`config.mk`:
```
export PLATFORM = sky130hd
export DESIGN_NAME = float_mul_issue_ctrl
export DESIGN_NICKNAME = d
export VERILOG_FILES = /design/src/rtl/float_mul_pkg.sv /design/src/rtl/float_mul_hazard.sv /design/src/rtl/float_mul_issue_ctrl.sv
export SDC_FILE = /design/constraint.sdc
export NUM_CORES = 1
export LEC_CHECK = 0
export ABC_AREA = 0
export CAP_MARGIN = 5
export CORE_MARGIN = 3
export CORE_UTILIZATION = 50
export DETAILED_ROUTE_END_ITERATION = 8
export GPL_ROUTABILITY_DRIVEN = 0
export PLACE_DENSITY = 0.84
export SLEW_MARGIN = 40
export SYNTH_ARGS = -nofsm -noshare
export SYNTH_HDL_FRONTEND = slang
export SYNTH_SLANG_ARGS = --single-unit
```
`constraint.sdc`:
```
create_clock -name clk -period 4.5 [get_ports clk]
set_input_delay 0.9 -clock clk [delete_from_list [all_inputs] [get_ports clk]]
set_output_delay 0.9 -clock clk [all_outputs]
set_load 0.02 [all_outputs]
```
`src/rtl/float_mul_pkg.sv`:
```
// ----------------------------------------------------------------------------
// float_mul_pkg : shared types for the FP multiply issue/writeback controller
// Rev 1.0
// ----------------------------------------------------------------------------
`default_nettype none

package float_mul_pkg;

  localparam int C_REG_AW = 5;

  typedef enum logic [1:0] {
    RM_RNE = 2'd0,
    RM_RTZ = 2'd1,
    RM_RDN = 2'd2,
    RM_RUP = 2'd3
  } rm_e;

  // Destination tag travelling alongside one pipe stage
  typedef struct packed {
    logic                valid;
    logic [C_REG_AW-1:0] tag;
  } tag_slot_t;

endpackage

`default_nettype wire

```
`src/rtl/float_mul_hazard.sv`:
```
// ----------------------------------------------------------------------------
// float_mul_hazard : RAW tag compare against the a/n stages (FLOAT_MUL_FWD_EN)
// Rev 1.0
// ----------------------------------------------------------------------------
`default_nettype none

module float_mul_hazard
  import float_mul_pkg::*;
(
  input  logic                i_valid,
  input  logic [C_REG_AW-1:0] i_fs,
  input  logic [C_REG_AW-1:0] i_ft,
  input  tag_slot_t           i_slot_a,
  input  tag_slot_t           i_slot_n,
  output logic                o_stall,
  output logic                o_fwd_a,
  output logic                o_fwd_b
);

  logic w_a_fs, w_a_ft, w_n_fs, w_n_ft;

  assign w_a_fs = i_valid & i_slot_a.valid & (i_fs == i_slot_a.tag);
  assign w_a_ft = i_valid & i_slot_a.valid & (i_ft == i_slot_a.tag);
  assign w_n_fs = i_valid & i_slot_n.valid & (i_fs == i_slot_n.tag);
  assign w_n_ft = i_valid & i_slot_n.valid & (i_ft == i_slot_n.tag);

`ifdef FLOAT_MUL_FWD_EN
  // The n-stage result is on the bypass mux this cycle; only the a stage is too young
  assign o_stall = w_a_fs | w_a_ft;
  assign o_fwd_a = w_n_fs;
  assign o_fwd_b = w_n_ft;
`else
  assign o_stall = w_a_fs | w_a_ft | w_n_fs | w_n_ft;
  assign o_fwd_a = 1'b0;
  assign o_fwd_b = 1'b0;
`endif

endmodule

`default_nettype wire

```
`src/rtl/float_mul_issue_ctrl.sv`:
```
// ----------------------------------------------------------------------------
// float_mul_issue_ctrl : issue, tag tracking and regfile write for the FP mul pipe
// Optional n-stage bypass: FLOAT_MUL_FWD_EN.  Rev 1.0
// ----------------------------------------------------------------------------
`default_nettype none

module float_mul_issue_ctrl
  import float_mul_pkg::*;
#(
  parameter int REG_AW = C_REG_AW,
  parameter int CNT_W  = 16
) (
  input  logic              clk,
  input  logic              rst_n,
  input  logic              id_valid,
  output logic              id_ready,
  input  logic [REG_AW-1:0] id_fs,
  input  logic [REG_AW-1:0] id_ft,
  input  logic [REG_AW-1:0] id_fd,
  input  logic [1:0]        id_rm,
  input  logic              stall_ext,
  output logic              pipe_en,
  output logic [1:0]        pipe_rm,
  output logic              wb_we,
  output logic [REG_AW-1:0] wb_fd,
  output logic              fwd_a,
  output logic              fwd_b,
  output logic [CNT_W-1:0]  stall_cnt
);

  localparam logic [CNT_W-1:0] C_CNT_ONE = {{(CNT_W-1){1'b0}}, 1'b1};

  tag_slot_t        r_slot_a;
  tag_slot_t        r_slot_n;
  logic [CNT_W-1:0] r_stall_cnt;
  logic             w_hazard;
  logic             w_pipe_en;
  logic             w_ready;

  float_mul_hazard u_hazard (
    .i_valid  (id_valid),
    .i_fs     (id_fs),
    .i_ft     (id_ft),
    .i_slot_a (r_slot_a),
    .i_slot_n (r_slot_n),
    .o_stall  (w_hazard),
    .o_fwd_a  (fwd_a),
    .o_fwd_b  (fwd_b)
  );

  assign w_pipe_en = rst_n & ~stall_ext;
  assign w_ready   = w_pipe_en & ~w_hazard;

  // Tags move in lockstep with the m2a/a2n data registers
  always_ff @(posedge clk or negedge rst_n) begin
    if (!rst_n) begin
      r_slot_a <= '0;
      r_slot_n <= '0;
    end else if (w_pipe_en) begin
      r_slot_a <= '{valid: id_valid & w_ready, tag: id_fd};
      r_slot_n <= r_slot_a;
    end
  end

  always_ff @(posedge clk or negedge rst_n) begin
    if (!rst_n) begin
      r_stall_cnt <= '0;
    end else if (id_valid && !w_ready && !(&r_stall_cnt)) begin
      r_stall_cnt <= r_stall_cnt + C_CNT_ONE;
    end
  end

  assign id_ready  = w_ready;
  assign pipe_en   = w_pipe_en;
  assign pipe_rm   = id_rm;
  // Qualifying with pipe_en keeps a frozen n-stage op from writing more than once
  assign wb_we     = r_slot_n.valid & w_pipe_en;
  assign wb_fd     = r_slot_n.tag;
  assign stall_cnt = r_stall_cnt;

endmodule

`default_nettype wire
```
[Yosys cells after proc, flatten, opt, wreduce, memory -nomap -nowiden]
Cells that the tools add are included.
Word-level totals
  bits in writable memories: 0
  flip-flop bits (word level): 28
  bits in latches: 0
  memory bits (read-only): 0
  memories: 0
  bits of input ports: 21
  logic and storage cells: 30
Cells by class
  divide/modulo/power cells: 0
  add/subtract/negate cells: 1
  eq/ne operators: 4
  bitwise gates (word level): 15
  reduce and logical (&&, ||, !) cells: 5
  $lt $le $gt $ge: 0
  multiply operators: 0
  muxes and demuxes: 0
  shift operators: 0
Operators by type and width (count)
  $eq A5 B5 Y1: 4
  $add A16 B1 Y16 const B: 1
  $reduce_and A16 Y1: 1
  $and A1 B1 Y1: 10
  $or A1 B1 Y1: 3
  $logic_and A1 B1 Y1: 2
  $logic_not A1 Y1: 2
  $not A1 Y1: 2

[Logic depth before layout (Yosys ltp)]
  depth in word-level cells: 10
  mapped depth: 7
  gate-level depth less buffers: 7

[Hierarchy]
From an unflattened synthesis, not the netlist that was laid out.
Unflattened totals
  cells, all modules: 147
  area total of the unflattened synthesis: 1596.5 um^2
By module, submodules not included
  float_mul_issue_ctrl: cells each 111, times used 1, area each 1338.8 um^2, sequential area each 700.7 um^2
  float_mul_hazard: cells each 36, times used 1, area each 257.7 um^2, sequential area each 0.0 um^2

[Worst setup path before layout]
No wires, ideal clock.
  kind: input-to-output
  from: in rst_n
  to: out wb_we
  arrival: 2.009 ns
  setup slack: 1.591 ns
  required time: 3.600 ns
  buffers on the path: 2
  stages: 4
  path through: nor2b_1 -> clkbuf_1 -> clkbuf_1 -> and2_1
On the way
  cells in the longest elaborated chain, start to end: 2
RTL lines
  start: declaration: RTL line float_mul_issue_ctrl.sv:14  | input logic rst_n,
  $and A1 B1 Y1: RTL line float_mul_issue_ctrl.sv:51  | assign w_pipe_en = rst_n & ~stall_ext;
  named net pipe_en: RTL line float_mul_issue_ctrl.sv:22  | output logic pipe_en,
  $and A1 B1 Y1: RTL line float_mul_issue_ctrl.sv:77  | assign wb_we = r_slot_n.valid & w_pipe_en;
  end: declaration: RTL line float_mul_issue_ctrl.sv:24  | output logic wb_we,
The timed path passes the listed nets, and every way through them passes these cells.

[Final worst setup path]
  from: in id_valid
  to: out id_ready
On the way
  cells in the longest elaborated chain, start to end: 7
  elaborated cells between the ends (all ways): 11
  classes of those cells: bitwise (11)
RTL lines
  start: declaration: RTL line float_mul_issue_ctrl.sv:15  | input logic id_valid,
  $and A1 B1 Y1: RTL line float_mul_hazard.sv:22, float_mul_hazard.sv:23
  $and A1 B1 Y1, on equally long branches: RTL line float_mul_hazard.sv:22, float_mul_hazard.sv:23
  $or A1 B1 Y1 (2 in series): RTL line float_mul_hazard.sv:33  | assign o_stall = w_a_fs | w_a_ft | w_n_fs | w_n_ft;
  $or A1 B1 Y1 *: RTL line float_mul_hazard.sv:33
  $not A1 Y1 *: RTL line float_mul_issue_ctrl.sv:52  | assign w_ready = w_pipe_en & ~w_hazard;
  $and A1 B1 Y1 *: RTL line float_mul_issue_ctrl.sv:52
  end: declaration: RTL line float_mul_issue_ctrl.sv:16  | output logic id_ready,
Mark *: on every way between the ends. The rest lies on a longest branch, timed or not.

==> flow_summary.json <==
{
  "status": "complete, no violations",
  "dieArea_um2": 4000,
  "max_freq_mhz": 266,
  "grt_pass1_wl_um": 5670,
  "area_delta_synth_final_pct": 26.9,
  "cts_tree": "built",
  "cts_buffers": 3,
  "grt_usage_pct": 17.4,
  "diodes": 0,
  "fill_cells": 260,
  "p_per_area_nw_per_um2": 373,
  "die_x_um": 63.2,
  "portBuffers": 42,
  "grt_max_degree": 29,
  "synth_cell_types": 33,
  "hold_slack_ns": 0.512,
  "ys_ff_latch": 28,
  "path_cells": "clkdlybuf4s50_1, nand2_1, nor3_1, a311oi_4, clkdlybuf4s50_1",
  "synth.area.top_cells": "dfrtp_1 43%, xnor2_1 11%, mux2_2 8.3%",
  "m1WireLength_um": 1510,
  "vias": 1186,
  "vdd_drop_max_mv": 0.296,
  "final_util_pct": 67.5,
  "clk_latency_ns": 0.32,
  "design_area_um2": 2080,
  "maxCapViolations": 0,
  "cts_max_level": 1,
  "row_count": 20,
  "hold_viol": 0,
  "critPathLaunch": "id_valid",
  "vias_per_cell": 5.11,
  "min_path_type": "register to register",
  "wire_per_inst_um": 14.1,
  "slew_viol_final": 0,
  "worstReg2RegStart": "wb_fd[3]",
  "seq_area_frac_synth_pct": 42.8,
  "r2r_setup_slack_ns": 2.47,
  "core_area_um2": 3080,
  "wl_met3_um": 225,
  "drtIter0Drc": 41,
  "synth-edff-count": 0,
  "crit_path_end_kind": "output pin",
  "min_period_ns": 3.76,
  "layout_setup_ws_ns": 0.745,
  "holdBufCountCts": 0,
  "synth_ff_type": "dfrtp_1",
  "path_clk_slew_ns": 0.14,
  "p_leak_uw": 0.000877,
  "nNetsFinal": 211,
  "r2r_cells": 7,
  "rsz0062_at_grt": "false",
  "dp_hpwl_um": 2470,
  "setup-tns-final_ns": 0,
  "dr_wl_met2_um": 1520,
  "synthArstFlopShare_pct": 100,
  "die_h_um": 63.2,
  "r2r-end": "stall_cnt[1]",
  "synth-warning-count": 0,
  "drtPass1Iterations": 4,
  "routed_wl_um": 3270,
  "initial_core_util_pct": 53.2,
  "antenna_found_initial": 0,
  "path_common_cell": "clkdlybuf4s50_1",
  "period_share_pct": 83.4,
  "avgSynthCellArea_um2": 10.8,
  "crit_path_top_delay_cell": "clkdlybuf4s50_1",
  "cp-start-kind": "input port",
  "synth_cells": 151,
  "drc": 0,
  "grt_pass1_vias": 1237,
  "crit_path_end": "id_ready",
  "synth_area_um2": 1640,
  "post-place-ws_ns": 0.721,
  "setup_viol": 0,
  "layout-drive-gt1-share_pct": 14.9,
  "highest_layer": "met4",
  "synth_top_cell_area_share_pct": 42.8,
  "ctsResizeCount": 0,
  "synth_top_cell_by_area": "dfrtp_1",
  "worstPathRequired_ns": 3.60,
  "layout_common_cells": "42 x clkdlybuf4s50_1, 28 x dfrtp_1, 21 x xnor2_1",
  "gr-total-overflow": 0,
  "dpl-instance-area_um2": 2040,
  "critPathKind": "input port to output pin",
  "post_cts_buffers": 0,
  "cts_root_buf": "clkbuf_4",
  "cts.sinks": 28,
  "ctsLongestPathBuffers": 2,
  "ant_nets": 0,
  "cp.arrival_ns": 2.86,
  "finalClockSkew_ns": 0.00550,
  "mostFrequentLayoutCell": "clkdlybuf4s50_1",
  "slowest_delay_ns": 0.67,
  "ios": 49,
  "crit_fanout": 11
}
-- metal layers --
metal  global-route usage, %  up-vias
met2                    29.6       47
met3                    3.74        2
met1                    22.7      566
met5                       0        -
met4                    4.04        0
li1                        -      571
-- Yosys cell counts (2+ instances only) --
cell,n
nor2_2,2
and3_1,3
buf_6,2
nand4_1,5
buf_4,9
clkbuf_1,2
inv_1,4
nor2_1,6
dfrtp_1,28
nand2_1,12
nand3_1,7
xnor2_1,21
nor3_1,7
xor2_1,12
mux2_2,12
nand2b_1,2
-- report_power, final --
group          switching [uW]  leakage, uW  total [uW]  internal, uW
combinational             132     0.000511         289           157
clock                    70.4    0.0000210         120          49.5
sequential               64.2     0.000345         365           301
total                     267     0.000877         774           507
-- worst min path at each step --
stage / from / endpoint / cells after the start
3_5_place_dp: stall_cnt[6] / stall_cnt[6] / 1
6_report: stall_cnt[6] / stall_cnt[6] / 1
3_3_place_gp: stall_cnt[10] / stall_cnt[10] / 1
2_1_floorplan: r_slot_n[5] / r_slot_n[5] / 1
5_1_grt: stall_cnt[6] / stall_cnt[6] / 1
4_1_cts: stall_cnt[6] / stall_cnt[6] / 1
-- per-stage QoR --
step                power (uW)  std cells
floorplan                  547        152
global placement           655        228
detailed placement         662        228
CTS                        785        232
global route               824        232
finish                     774        232
-- state kept, by name, summed over array words and instances (netlist names) --
name and cells:
r_slot_a 6, r_slot_n 1, wb_fd 5, stall_cnt 16
-- critical path, delay by kind of cell --
kind	cells	cell delay, ns
simple gates	2	0.30
buf+inv	2	1.33
compound gates	1	0.31
-- final cells by class --
| class | instances | area [um^2] | area share, % |
|---|---|---|---|
| Clock buffer | 4 | 36.3 | 1.75 |
| Timing Repair Buffer | 45 | 443 | 21.3 |
| Tap cell | 44 | 55.1 | 2.65 |
| Sequential cell | 28 | 701 | 33.7 |
| Inverter | 4 | 15.0 | 0.723 |
| Multi-Input combinational cell | 107 | 827 | 39.8 |
-- cell families (layout without fill, tap and decap cells) --
| group | count (synthesis) | count (layout) | share of synthesized area [%] |
|---|---|---|---|
| simple gates | 53 | 53 | 18.7 |
| other cells | 1 | 2 | 0.229 |
| flops | 28 | 28 | 42.8 |
| mux | 14 | 14 | 9.56 |
| buf+inv | 17 | 53 | 6.88 |
| xor+xnor | 33 | 33 | 17.7 |
| fa+ha+maj | 1 | 1 | 0.764 |
| compound gates | 4 | 4 | 3.44 |
Note: power is estimated with default switching activity, not from simulation.
